[src/rtl/rect_fill_pkg.sv]
// Shared types and screen defaults for the rectangle fill engine.
package rect_fill_pkg;
  typedef enum logic [1:0] {IDLE, FILL, DONE} state_e;
  typedef enum logic [1:0] {SOLID, CHECKER, HSTRIPE, VSTRIPE} mode_e;
  localparam int SCREEN_W_DEF = 160;
  localparam int SCREEN_H_DEF = 120;
endpackage

[src/rtl/rect_scan.sv]
// Column-major x/y scan counter with inclusive bounds; y is the fast axis.
module rect_scan #(
  parameter int XW = 8,
  parameter int YW = 7
) (
  input  logic          clk,
  input  logic          rst_n,
  input  logic          load,
  input  logic          en,
  input  logic [XW-1:0] x_ld,
  input  logic [YW-1:0] y_ld,
  input  logic [XW-1:0] xmax,
  input  logic [YW-1:0] ymin,
  input  logic [YW-1:0] ymax,
  output logic [XW-1:0] x,
  output logic [YW-1:0] y,
  output logic          last
);
  logic [XW-1:0] x_q, x_d;
  logic [YW-1:0] y_q, y_d;

  always_comb begin
    x_d = x_q;
    y_d = y_q;
    if (load) begin
      x_d = x_ld;
      y_d = y_ld;
    end else if (en) begin
      if (y_q == ymax) begin
        y_d = ymin;
        x_d = x_q + XW'(1);
      end else begin
        y_d = y_q + YW'(1);
      end
    end
  end

  always_ff @(posedge clk) begin
    if (!rst_n) begin
      x_q <= '0;
      y_q <= '0;
    end else begin
      x_q <= x_d;
      y_q <= y_d;
    end
  end

  assign x    = x_q;
  assign y    = y_q;
  assign last = (x_q == xmax) && (y_q == ymax);
endmodule

[src/rtl/rect_fill.sv]
// Rectangle fill engine: clamps and latches the request, scans one pixel per
// cycle and drives the vga_adapter plot port with a patterned colour.
module rect_fill
  import rect_fill_pkg::*;
#(
  parameter int XW       = 8,
  parameter int YW       = 7,
  parameter int CW       = 3,
  parameter int SCREEN_W = SCREEN_W_DEF,
  parameter int SCREEN_H = SCREEN_H_DEF
) (
  input  logic          clk,
  input  logic          rst_n,
  input  logic          start,
  input  logic [XW-1:0] x0,
  input  logic [YW-1:0] y0,
  input  logic [XW-1:0] x1,
  input  logic [YW-1:0] y1,
  input  logic [CW-1:0] colour,
  input  logic [CW-1:0] alt_colour,
  input  logic [1:0]    mode,
  output logic          busy,
  output logic          done,
  output logic          err,
  output logic [XW-1:0] vga_x,
  output logic [YW-1:0] vga_y,
  output logic [CW-1:0] vga_colour,
  output logic          vga_plot
);
  localparam logic [XW-1:0] XMAX = XW'(SCREEN_W - 1);
  localparam logic [YW-1:0] YMAX = YW'(SCREEN_H - 1);

  state_e        state_q, state_d;
  logic [XW-1:0] x0c, x1c, x0c_q, x1c_q;
  logic [YW-1:0] y0c, y1c, y0c_q, y1c_q;
  logic [CW-1:0] col_q, alt_q;
  mode_e         mode_q;
  logic          err_q;
  logic          empty, accept, last;

  assign x0c    = (x0 > XMAX) ? XMAX : x0;
  assign x1c    = (x1 > XMAX) ? XMAX : x1;
  assign y0c    = (y0 > YMAX) ? YMAX : y0;
  assign y1c    = (y1 > YMAX) ? YMAX : y1;
  assign empty  = (x0c > x1c) || (y0c > y1c);
  assign accept = (state_q == IDLE) && start;

  always_comb begin
    state_d = state_q;
    case (state_q)
      IDLE:    if (start) state_d = empty ? DONE : FILL;
      FILL:    if (last) state_d = DONE;
      DONE:    if (!start) state_d = IDLE;
      default: state_d = IDLE;
    endcase
  end

  always_ff @(posedge clk) begin
    if (!rst_n) state_q <= IDLE;
    else        state_q <= state_d;
  end

  // Request is frozen at acceptance; later input changes have no effect.
  always_ff @(posedge clk) begin
    if (!rst_n) begin
      x0c_q  <= '0;
      x1c_q  <= '0;
      y0c_q  <= '0;
      y1c_q  <= '0;
      col_q  <= '0;
      alt_q  <= '0;
      mode_q <= SOLID;
      err_q  <= 1'b0;
    end else begin
      if (accept) begin
        x0c_q  <= x0c;
        x1c_q  <= x1c;
        y0c_q  <= y0c;
        y1c_q  <= y1c;
        col_q  <= colour;
        alt_q  <= alt_colour;
        mode_q <= mode_e'(mode);
      end
      if (state_q == IDLE) err_q <= start && empty;
    end
  end

  rect_scan #(.XW(XW), .YW(YW)) u_scan (
    .clk  (clk),
    .rst_n(rst_n),
    .load (accept && !empty),
    .en   ((state_q == FILL) && !last),
    .x_ld (x0c),
    .y_ld (y0c),
    .xmax (x1c_q),
    .ymin (y0c_q),
    .ymax (y1c_q),
    .x    (vga_x),
    .y    (vga_y),
    .last (last)
  );

  // Pattern parity is relative to the rectangle origin, not the screen.
  logic dx0, dy0;
  assign dx0 = vga_x[0] ^ x0c_q[0];
  assign dy0 = vga_y[0] ^ y0c_q[0];

  always_comb begin
    vga_colour = '0;
    if (state_q == FILL) begin
      case (mode_q)
        SOLID:   vga_colour = col_q;
        CHECKER: vga_colour = (dx0 ^ dy0) ? alt_q : col_q;
        HSTRIPE: vga_colour = dy0 ? alt_q : col_q;
        VSTRIPE: vga_colour = dx0 ? alt_q : col_q;
        default: vga_colour = col_q;
      endcase
    end
  end

  assign busy     = (state_q == FILL);
  assign vga_plot = (state_q == FILL);
  assign done     = (state_q == DONE);
  assign err      = (state_q == DONE) && err_q;
endmodule

[config.mk]
export PLATFORM = sky130hd
export DESIGN_NAME = rect_fill
export DESIGN_NICKNAME = d
export VERILOG_FILES = /design/src/rtl/rect_fill_pkg.sv /design/src/rtl/rect_scan.sv /design/src/rtl/rect_fill.sv
export SDC_FILE = /design/constraint.sdc
export NUM_CORES = 1
export LEC_CHECK = 0
export CORE_AREA = 3 3 76 78
export DETAILED_ROUTE_END_ITERATION = 16
export DIE_AREA = 0 0 79 81
export DONT_BUFFER_PORTS = 1
export PLACE_DENSITY_LB_ADDON = 0.2
export SYNTH_ARGS = -nofsm -noshare
export SYNTH_HDL_FRONTEND = slang
export SYNTH_SLANG_ARGS = --single-unit
[constraint.sdc]
create_clock -name clk -period 2.2 [get_ports clk]
set_input_delay 0.22 -clock clk [delete_from_list [all_inputs] [get_ports clk]]
set_output_delay 0.22 -clock clk [all_outputs]
set_load 0.05 [all_outputs]
=== Word level (Yosys, flattened, before mapping) ===
Cells that the tools add are included.

* Bits in registers: 49
* Input bits: 41
* Output and inout port bits: 22
* Logic and storage cells: 67

* $add $sub $neg: 2
* Order comparisons: 6
* Eq/ne operators: 10
* Muxes and demuxes: 20
* Bitwise operators: 3
* Reductions and logical operators: 15

{| class="wikitable"
|+ Operators by type and width
! kind !! count
|-
| 2-to-1 mux 8 bit || 5
|-
| 2-to-1 mux 7 bit || 5
|-
| > comparator 8 bit (second input constant) || 2
|-
| > comparator 7 bit (second input constant) || 2
|-
| 2-to-1 mux 3 bit || 4
|-
| case mux 3 bit (4 select lines) || 1
|-
| adder 8 x 1 -> 8 bit (second input constant) || 1
|-
| == test 8 bit || 1
|-
| > comparator 8 bit || 1
|-
| 2-to-1 mux 2 bit || 4
|-
| adder 7 x 1 -> 7 bit (second input constant) || 1
|-
| == test 7 bit || 1
|-
| > comparator 7 bit || 1
|-
| == test 2 bit (second input constant) || 3
|-
| logical AND 1 bit || 6
|-
| case mux 2 bit (3 select lines) || 1
|-
| == test 2 x 1 -> 1 bit (second input constant) || 2
|-
| zero test 2 bit || 2
|-
| != test 2 bit (second input constant) || 2
|-
| nonzero test 2 bit || 2
|-
| AND reduction 3 bit || 1
|-
| bitwise XOR 1 bit || 3
|-
| zero test 1 bit || 2
|-
| != test 2 x 1 -> 1 bit (second input constant) || 1
|-
| other kinds (2) || 2
|}

=== Depth between registers and ports, before layout ===
* Depth in word-level cells: 8
* Gate-level depth with buffers: 11

=== Hierarchy ===
A second synthesis with hierarchy kept.

* Cell total of the unflattened synthesis: 376
* Area total of the unflattened synthesis: 3000.4 um^2

{| class="wikitable"
|+ Modules (own cells, without submodules)
! module !! times used !! cells an instance !! area each (um^2) !! seq. area each (um^2)
|-
| rect_fill || 1 || 243 || 1914.3 || 680.7
|-
| rect_scan || 1 || 133 || 1086.0 || 300.3
|}

=== Worst setup path before layout ===
Ideal clock, no wire load.

* Path kind: register to output
* Start point: register u_scan.x_q[0], in the netlist u_scan.x[0]
* End point: output vga_colour[0]
* Arrival: 2.365 ns
* Data required time: 1.980 ns
* Path slack: -0.385 ns
* Cell stages (with the launch flop): 7
* Buffers on the path: 1
* Cell sequence: dfxtp_1 > buf_2 > xor2_1 > mux2i_1 > o21ai_0 > mux2i_1 > nor2_1

* Cells in the longest elaborated chain, start to end: 5

{| class="wikitable"
|+ RTL lines
! item !! line !! RTL
|-
| from (decl) || rect_scan.sv:19 || <nowiki>logic [XW-1:0] x_q, x_d;</nowiki>
|-
| from (signal assigned) || rect_scan.sv:40 || <nowiki>x_q <= '0;</nowiki>
|-
| from (signal assigned) || rect_scan.sv:43 || <nowiki>x_q <= x_d;</nowiki>
|-
| bitwise XOR 1 bit (*) || rect_fill.sv:105 || <nowiki>assign dx0 = vga_x[0] ^ x0c_q[0];</nowiki>
|-
| bitwise XOR 1 bit || rect_fill.sv:113 || <nowiki>CHECKER: vga_colour = (dx0 ^ dy0) ? alt_q : col_q;</nowiki>
|-
| 2-to-1 mux 3 bit || rect_fill.sv:113 ||
|-
| case mux 3 bit (4 select lines) (*) || rect_fill.sv:111 || <nowiki>case (mode_q)</nowiki>
|-
| 2-to-1 mux 3 bit (*) || rect_fill.sv:110 || <nowiki>if (state_q == FILL) begin</nowiki>
|-
| to (decl) || rect_fill.sv:27 || <nowiki>output logic [CW-1:0] vga_colour,</nowiki>
|}

Mark *: on every way between the ends. The rest lies on a longest branch, timed or not.

=== Worst setup path in the final report ===
* Start point: register u_scan.y_q[0], in the netlist u_scan.y[0]
* End point: output vga_colour[1]

* Cells in the longest elaborated chain, start to end: 5

{| class="wikitable"
|+ RTL lines
! item !! line !! RTL
|-
| from (decl) || rect_scan.sv:20 || <nowiki>logic [YW-1:0] y_q, y_d;</nowiki>
|-
| from (signal assigned) || rect_scan.sv:44 || <nowiki>y_q <= y_d;</nowiki>
|-
| bitwise XOR 1 bit (*) || rect_fill.sv:106 || <nowiki>assign dy0 = vga_y[0] ^ y0c_q[0];</nowiki>
|-
| bitwise XOR 1 bit || rect_fill.sv:113 ||
|-
| 2-to-1 mux 3 bit || rect_fill.sv:113 ||
|-
| case mux 3 bit (4 select lines) (*) || rect_fill.sv:111 ||
|-
| 2-to-1 mux 3 bit (*) || rect_fill.sv:110 ||
|}

Marked as above.

==> impl_metrics.json <==
{
  "status": "finished clean",
  "fin_tns_setup_ns": 0,
  "syn-num-nets": 431,
  "root_buffer": "clkbuf_8",
  "core_mm2": 0.00514,
  "grt.total_usage_pct": 25.1,
  "nets": 450,
  "netlist_instances": 373,
  "clockBufferDepth": 2,
  "period_minus_slack_ns": 2.05,
  "crit_chain": "xor2_2 > mux2i_1 > o21ai_0 > buf_4 > mux2i_1 > nor2_4 > buf_12",
  "arrival_ns": 1.83,
  "ys_top_cells_by_area": "dfxtp_1 34%, ha_1 7.3%, a21oi_1 6.4%, nand2_1 6.1%, nor2_1 4.7%",
  "clock_sinks": 49,
  "crit_slowest_cell": "dfxtp_2",
  "hold_path_class": "input port to register",
  "grt_pass1_wl_um": 12500,
  "area_growth_syn_to_layout_pct": 14.8,
  "synthArstFlopShare_pct": 0,
  "ys_seq_area_share_pct": 33.8,
  "whs_ns": 0.0251,
  "placed_cells": 455,
  "row_count": 26,
  "cts_tree": "done",
  "dieArea_mm2": 0.00640,
  "placed_area_mm2": 0.00322,
  "hold_viol": 0,
  "die_w_um": 79,
  "routedWlPerCell_um": 16.4,
  "clock_latency_ns": 0.31,
  "clkTransAtPathRegs_ns": 0.09,
  "tightest_slew_ns": 0.448,
  "worstSetupPathType": "register to output pin",
  "switching_share_pct": 37.8,
  "leakage_nw": 1.28,
  "end_kind": "output pin",
  "max-cap-violations": 0,
  "critPathMaxStageDelay_ns": 0.42,
  "syn_avg_cell_area_um2": 7.78,
  "instances_no_fill": 462,
  "die_h_um": 81,
  "holdBufCountCts": 0,
  "max_freq_ghz": 0.489,
  "cp_max_fo": 5,
  "antenna_cells": 0,
  "p_seq_share_pct": 42.8,
  "yosys.area.top_type": "dfxtp_1",
  "p_per_area_mw_per_mm2": 742,
  "ir_worst_vdd_v": 0.000363,
  "yosysMostFrequentCell": "dfxtp_1",
  "drtAntennaViolNets": 0,
  "start_util_pct": 56.5,
  "synth_edf_count": 0,
  "io_buffers": 0,
  "utilization_pct": 64.8,
  "crit_required_ns": 1.98,
  "routabilityCongestion": 0.888,
  "final_area_mm2": 0.00333,
  "cpMostUsedCell": "mux2i_1",
  "numCtsBuffers": 5,
  "p_int_mw": 1.54,
  "grt_overflow": 0,
  "rsz0062_at_grt": "false",
  "ys_types": 48,
  "synthFlopType": "dfxtp_1",
  "start_kind": "register",
  "dr.pass1.iters": 5,
  "vias": 2753,
  "setup_viol": 0,
  "grt_start_max_net_pins": 40,
  "combPwrFrac_pct": 35.1,
  "yosys_warnings": 0,
  "slew_headroom_pct": 69.9,
  "p_clk_share_pct": 22.1,
  "finalMaxSlewViolations": 0,
  "ys_seq_elements": 49,
  "period_share_pct": 93.0,
  "route.detailed.drc": 0,
  "drtIter0Drc": 234,
  "p_switching_mw": 0.934,
  "yosys-top-cells-count": "49 x dfxtp_1, 47 x nand2_1, 37 x a21oi_1",
  "hpwl_um": 5730,
  "antenna_found_initial": 0,
  "layout-drive-gt1-share_pct": 16.1,
  "skew_ns": 0.0101,
  "wl_um": 7590,
  "yosysTopAreaCellShare_pct": 33.8,
  "viasPerCell": 5.96,
  "grt_pass1_vias": 2583,
  "htree_num_levels": 2,
  "ioPinCount": 63,
  "mappedNetlistArea_mm2": 0.00290
}
==> flip-flops by register name, indices dropped and copies added (netlist names), 2 cells and up <==
register  cells
x1c_q         8
y1c_q         7
mode_q        2
u_scan.x      8
y0c_q         7
u_scan.y      7
col_q         3
state_q       2
alt_q         3
==> metrics by stage <==
step | setup WS, ns | power [mW]
after floorplan | 0.0277 | 1.70
after global placement | 0.0277 | 1.91
after detailed placement | -0.0305 | 1.93
after CTS | 0.0447 | 2.47
after global routing | 0.0138 | 2.61
final | 0.153 | 2.47
==> cell type report <==
cell class | count | area (um2)
Multi-Input combinational cell | 290 | 1820
Fill cell | 494 | 1810
Clock buffer | 7 | 86.3
Inverter | 10 | 37.5
Timing Repair Buffer | 36 | 308
Tap cell | 70 | 87.6
Sequential cell | 49 | 987
==> what timing repair did <==
item,4_1_cts,5_1_grt
setup endpoints to repair,3,3
buffers inserted,0,0
gates resized for setup,1,5
endpoints found under the hold margin,0,0
==> cells by family after synthesis <==
| family | after synthesis | share of synthesized area, % |
|---|---|---|
| multiplexers | 5 | 1.72 |
| buffers and inverters | 34 | 4.83 |
| AO/OA/AOI/OAI | 92 | 19.1 |
| AND/OR/NAND/NOR | 152 | 26.0 |
| flip-flops | 49 | 33.8 |
| adder cells (fa/ha/maj) | 17 | 7.33 |
| XOR/XNOR | 24 | 7.24 |
==> per-layer routing <==
metal  wire length [um]  GRT usage [%]  vias up
met2               3530           40.2      104
met3                560           5.65        8
met1               3410           33.9     1292
met4                 80           7.04        0
li1                   -              -     1349
met5                  0              0        -
==> worst paths after layout <==
check / startpoint / endpoint / slack, ns / depth (start not counted)
min reg2reg: mode_q[0] / mode_q[0] / 0.46 / 2
min: start / state_q[0] / 0.03 / 1
max: u_scan.y[0] / vga_colour[1] / 0.15 / 7
max reg2reg: x1c_q[1] / u_scan.y[5] / 0.27 / 6
==> power by group through the flow <==
stage / sequential [mW] / clock (mW) / combinational (mW)
2_1_floorplan: 1.19 / 0 / 0.506
3_3_place_gp: 1.07 / 0 / 0.838
3_5_place_dp: 1.07 / 0 / 0.853
4_1_cts: 1.05 / 0.552 / 0.861
5_1_grt: 1.07 / 0.591 / 0.947
6_report: 1.06 / 0.545 / 0.867
==> cells in the final DEF (no fill, tap or decap), types with 2 or more instances in the layout <==
cell type / count
nor2b_1: 8
a211oi_1: 10
nand4_1: 11
nand3_1: 15
inv_1: 9
nand2b_1: 8
nor4_2: 3
a31oi_1: 4
o211ai_1: 4
o21a_1: 2
dfxtp_1: 46
o21ai_0: 21
clkbuf_8: 6
buf_4: 33
nor2_1: 33
nor3_1: 7
nor2_4: 3
a221oi_1: 2
xor2_1: 11
xor2_2: 2
dfxtp_2: 2
nand2_1: 47
a211o_1: 3
xnor2_1: 11
mux2i_1: 4
a21oi_1: 37
a41oi_1: 2
buf_12: 3
and2_1: 3
ha_1: 17
nor4_1: 2
==> critical path, delay by kind of cell, from the launching register on <==
family	cells	cell delay, ns
XOR/XNOR	1	0.22
AND/OR/NAND/NOR	1	0.06
buffers and inverters	2	0.31
multiplexers	2	0.43
AO/OA/AOI/OAI	1	0.08
flip-flops	1	0.42
Note: power is estimated with default switching activity, not from simulation.
